$ cat src/rtl/fetch_seq.sv
// Instruction fetch sequencer: IDLE/RUN/DONE control, PC stepping,
// jump-table redirects and a saturating run-cycle counter.
module fetch_seq #(
  parameter logic [15:0] START_PC  = 16'h0000,
  parameter int          LUT_DEPTH = 32
) (
  input  logic        Clk,
  input  logic        Reset,
  input  logic        Start,
  input  logic        Stall,
  input  logic        Halt,
  input  logic        BranchTaken,
  input  logic [4:0]  LutIndex,
  input  logic        CfgWe,
  input  logic [4:0]  CfgAddr,
  input  logic [15:0] CfgData,
  output logic [15:0] PC,
  output logic        FetchValid,
  output logic        Done,
  output logic [15:0] CycleCount
);

  typedef enum logic [1:0] {
    S_IDLE,
    S_RUN,
    S_DONE
  } state_e;

  state_e      state_q;
  logic [15:0] pc_q;
  logic [15:0] cnt_q;
  logic [15:0] cnt_d;
  logic        fv_q;
  logic        done_q;
  logic [15:0] lut_q [LUT_DEPTH];
  logic [15:0] tgt;

  // Jump-table read is combinational, so a same-cycle write is not seen.
  assign tgt = lut_q[LutIndex];

  // Counter saturates rather than wrapping on very long runs.
  assign cnt_d = (cnt_q == 16'hFFFF) ? cnt_q : cnt_q + 16'd1;

  // Sequencer FSM with registered PC, counter and status outputs.
  always_ff @(posedge Clk) begin
    if (Reset) begin
      state_q <= S_IDLE;
      pc_q    <= START_PC;
      cnt_q   <= 16'h0000;
      fv_q    <= 1'b0;
      done_q  <= 1'b0;
    end else begin
      case (state_q)
        S_IDLE, S_DONE: begin
          if (Start) begin
            state_q <= S_RUN;
            pc_q    <= START_PC;
            cnt_q   <= 16'h0000;
            fv_q    <= 1'b1;
            done_q  <= 1'b0;
          end
        end
        S_RUN: begin
          if (!Stall) begin
            cnt_q <= cnt_d;
            if (Halt) begin
              state_q <= S_DONE;
              fv_q    <= 1'b0;
              done_q  <= 1'b1;
            end else if (BranchTaken) begin
              pc_q <= tgt;
            end else begin
              pc_q <= pc_q + 16'd1;
            end
          end
        end
        default: begin
          state_q <= S_IDLE;
          fv_q    <= 1'b0;
          done_q  <= 1'b0;
        end
      endcase
    end
  end

  // Jump-table storage: cleared on reset, written in any state.
  always_ff @(posedge Clk) begin
    if (Reset) begin
      for (int i = 0; i < LUT_DEPTH; i++) begin
        lut_q[i] <= 16'h0000;
      end
    end else if (CfgWe) begin
      lut_q[CfgAddr] <= CfgData;
    end
  end

  assign PC         = pc_q;
  assign FetchValid = fv_q;
  assign Done       = done_q;
  assign CycleCount = cnt_q;

endmodule

$ cat config.mk
export PLATFORM = sky130hd
export DESIGN_NAME = fetch_seq
export DESIGN_NICKNAME = d
export VERILOG_FILES = /design/src/rtl/fetch_seq.sv
export SDC_FILE = /design/constraint.sdc
export NUM_CORES = 1
export LEC_CHECK = 0
export CORE_MARGIN = 5
export CORE_UTILIZATION = 49
export DETAILED_ROUTE_END_ITERATION = 8
export GPL_ROUTABILITY_DRIVEN = 0
export GPL_TIMING_DRIVEN = 0
export PLACE_DENSITY = 0.66
export SETUP_SLACK_MARGIN = 0.4
export SKIP_CTS_REPAIR_TIMING = 1
export SLEW_MARGIN = 20
export SYNTH_ARGS = -nofsm -noshare
export SYNTH_HDL_FRONTEND = slang
export SYNTH_SLANG_ARGS = --single-unit
export TNS_END_PERCENT = 10
$ cat constraint.sdc
create_clock -name Clk -period 4.1 [get_ports Clk]
set_input_delay 0.82 -clock Clk [delete_from_list [all_inputs] [get_ports Clk]]
set_output_delay 0.82 -clock Clk [all_outputs]
set_load 0.05 [all_outputs]
==> flow_metrics.tcl <==
set metrics [dict create \
    status "complete, no violations" \
    place_area_um2 27500 \
    ys_types 60 \
    setup-violations-final 0 \
    slew_headroom_pct 20.3 \
    dr.pass1.iters 5 \
    dp.cells 2478 \
    fin_nets 1890 \
    fin_skew_ns 0.0254 \
    worstHoldStart "Done$_SDFFE_PP0P_" \
    syn_inst 1709 \
    ys_warn_count 0 \
    synth_edf_count 512 \
    grt_pass1_wl_mm 111 \
    layout_commonest_cell "and2_1" \
    clock-sinks 548 \
    dieArea_um2 56300 \
    synthFlopType "edfxtp_1" \
    cp_max_fo 10 \
    arrival_ns 4.19 \
    grt.total_usage_pct 27.2 \
    dieHeight_um 237 \
    drc 0 \
    core_area_um2 51300 \
    wl_mm 77.3 \
    num_rows 83 \
    synth.area.top_cells "edfxtp_1 61%, and2_1 13%, mux4_2 12%" \
    worst-path-buf-inv 3 \
    drive_gt1_share_pct 17.1 \
    clk_pin_slew_ns 0.06 \
    vdd_ir_drop_max_mv 0.308 \
    endpoint_kind "register" \
    instances_no_fill 2579 \
    slew_viol_final 0 \
    synth_top_area_share_pct 60.7 \
    portBuffers 61 \
    initial_core_util_pct 49.4 \
    cts_tree "built" \
    cp_slowest_cell "nor2_1" \
    cp_data_required_time_ns 4.57 \
    vias 16000 \
    synth_area_per_cell_um2 14.8 \
    sequentialPowerShare_pct 51.6 \
    min_period_over_period_pct 90.7 \
    yosys.area.top_type "edfxtp_1" \
    p_switching_mw 2.93 \
    grt-ovfl-total 0 \
    drtAntennaViolNets 0 \
    antenna_found_initial 2 \
    netlist_area_um2 25300 \
    p_clk_share_pct 39.7 \
    start_kind "primary input" \
    die_w_um 237 \
    worstSetupPathType "primary input to register" \
    cp_cell_sequence "clkdlybuf4s50_1 -> nor2b_1 -> nand3_1 -> clkbuf_1 -> nor2_1 -> clkbuf_1 -> and2_1" \
    final_cell_mix "515 x and2_1, 512 x edfxtp_1, 138 x mux4_2" \
    timing.fmax_mhz 269 \
    path_delay_family "buffers and inverters" \
    power_mw 12.6 \
    synth_seq_cells 548 \
    worstMarginPinSlew_ns 1.20 \
    synth-seq-area-share_pct 63.5 \
    cpPeakStageDelay_ns 0.78 \
    stdcell_area_um2 29200 \
    cts_buffer_depth 3 \
    combPwrFrac_pct 8.8 \
    grt_pass1_vias 15700 \
    num_io_pins 67 \
    tns_ns 0 \
    cts_root_buf "clkbuf_16" \
    htree_num_levels 2 \
    internal-power_mw 9.63 \
    cpMostUsedCell "clkbuf_1" \
    crit_start "Reset" \
    cts_made_buffers 55 \
    leakagePower_nw 9.91 \
    clock_latency_ns 0.63 \
    wl_per_cell_um 30.0 \
    area_growth_pct 15.3 \
    switching_share_pct 23.3 \
    async_flop_share_pct 0 \
    grt_max_degree 17 \
    fin_util_pct 56.9 \
    maxCapViolCount 0 \
    r2r-start "state_q[1]$_SDFFE_PP0P_" \
    dp_hpwl_mm 54.8 \
    avgViaCountPerCell 6.21 \
    drt_iter0_drc 2251 \
    synth_nets 1744 \
    p_per_area_nw_per_um2 430 \
    hold_path.class "register to register" \
    rsz0062_at_grt "true" \
    hold_violations 0 \
    min_period_ns 3.72 \
]
## cell type report
cell class,instances,area [µm²]
diodes,2,5.00
plain buffers,142,647
clock buffers,69,1430
clock inverters,30,284
fillers,4076,22100
inverters,7,26.3
multi-input cells,1012,8790
flip-flops and latches,548,16100
well taps,680,851
repair buffers,89,1080
## through the flow
stage	hold WS [ns]	setup slack (ns)
after floorplan	0.582	0.896
after global placement	0.481	-1.68
after detailed placement	0.482	-0.208
after CTS	0.498	0.446
after global routing	0.527	0.263
final	0.493	0.383
## registers in the layout, summed over array words and instances, names as in the netlist
register / cells
CycleCount: 16
Done: 1
FetchValid: 1
PC: 16
lut_q: 512
state_q: 2
## cells in the mapped netlist (4+ instances only)
cell and n:
or3_1 21, mux4_2 138, nor4_1 5, buf_2 21
clkbuf_1 101, nor2b_1 4, nand4_1 6, o22ai_1 12
edfxtp_1 512, nand2b_1 4, o211ai_1 6, xnor2_1 4
nand3b_1 7, and2_1 515, mux2_2 10, o21ai_0 52
nand3_1 23, nor2_1 52, a21oi_1 22, and3_1 7
o21ai_1 7, o2111ai_1 7, buf_4 15, dfxtp_1 36
inv_1 5, nand2_1 29, buf_6 4, a221o_1 4
mux2i_1 27
## power by group through the flow
stage          Combinational, mW  Clock (mW)  Sequential, mW
5_1_grt                     1.14        5.22            6.49
6_report                    1.10        4.98            6.47
2_1_floorplan              0.580           0            6.57
3_3_place_gp               0.995           0            6.59
3_5_place_dp                1.08           0            6.59
4_1_cts                     1.09        5.01            6.47
## cells by family (layout without fill, tap and decap cells)
group | Yosys count | after routing | share of synthesized area (%)
flops | 548 | 548 | 63.5
other cells | 0 | 2 | 0
mux | 177 | 177 | 13.9
simple gates | 694 | 694 | 16.4
xor+xnor | 7 | 7 | 0.242
fa+ha+maj | 2 | 2 | 0.0988
compound gates | 132 | 132 | 3.18
buf+inv | 149 | 337 | 2.65
## worst register-to-register path: cells and delay by family, from the launching register on
family	cells	cell delay, ns
simple gates	2	1.02
compound gates	2	0.89
flops	1	0.30
buf+inv	1	0.16
## metal layers
layer / track usage [%] / up-vias / wire length (µm)
li1: - / 6673 / -
met1: 38.0 / 8330 / 30600
met2: 42.6 / 867 / 35600
met3: 5.81 / 149 / 7990
met4: 10.3 / 0 / 3140
met5: 0 / - / 0
## final timing paths
kind                                 endpoint  slack (ns)  cells after the start
setup / recovery  lut_q[27][14]$_SDFFCE_PN0P_        0.38                      7
hold / removal              Done$_SDFFE_PP0P_        0.49                      2
setup reg to reg           PC[8]$_SDFFE_PP0P_        1.66                      5
hold reg to reg             Done$_SDFFE_PP0P_        0.49                      2
(Power assumes the default switching activity.)
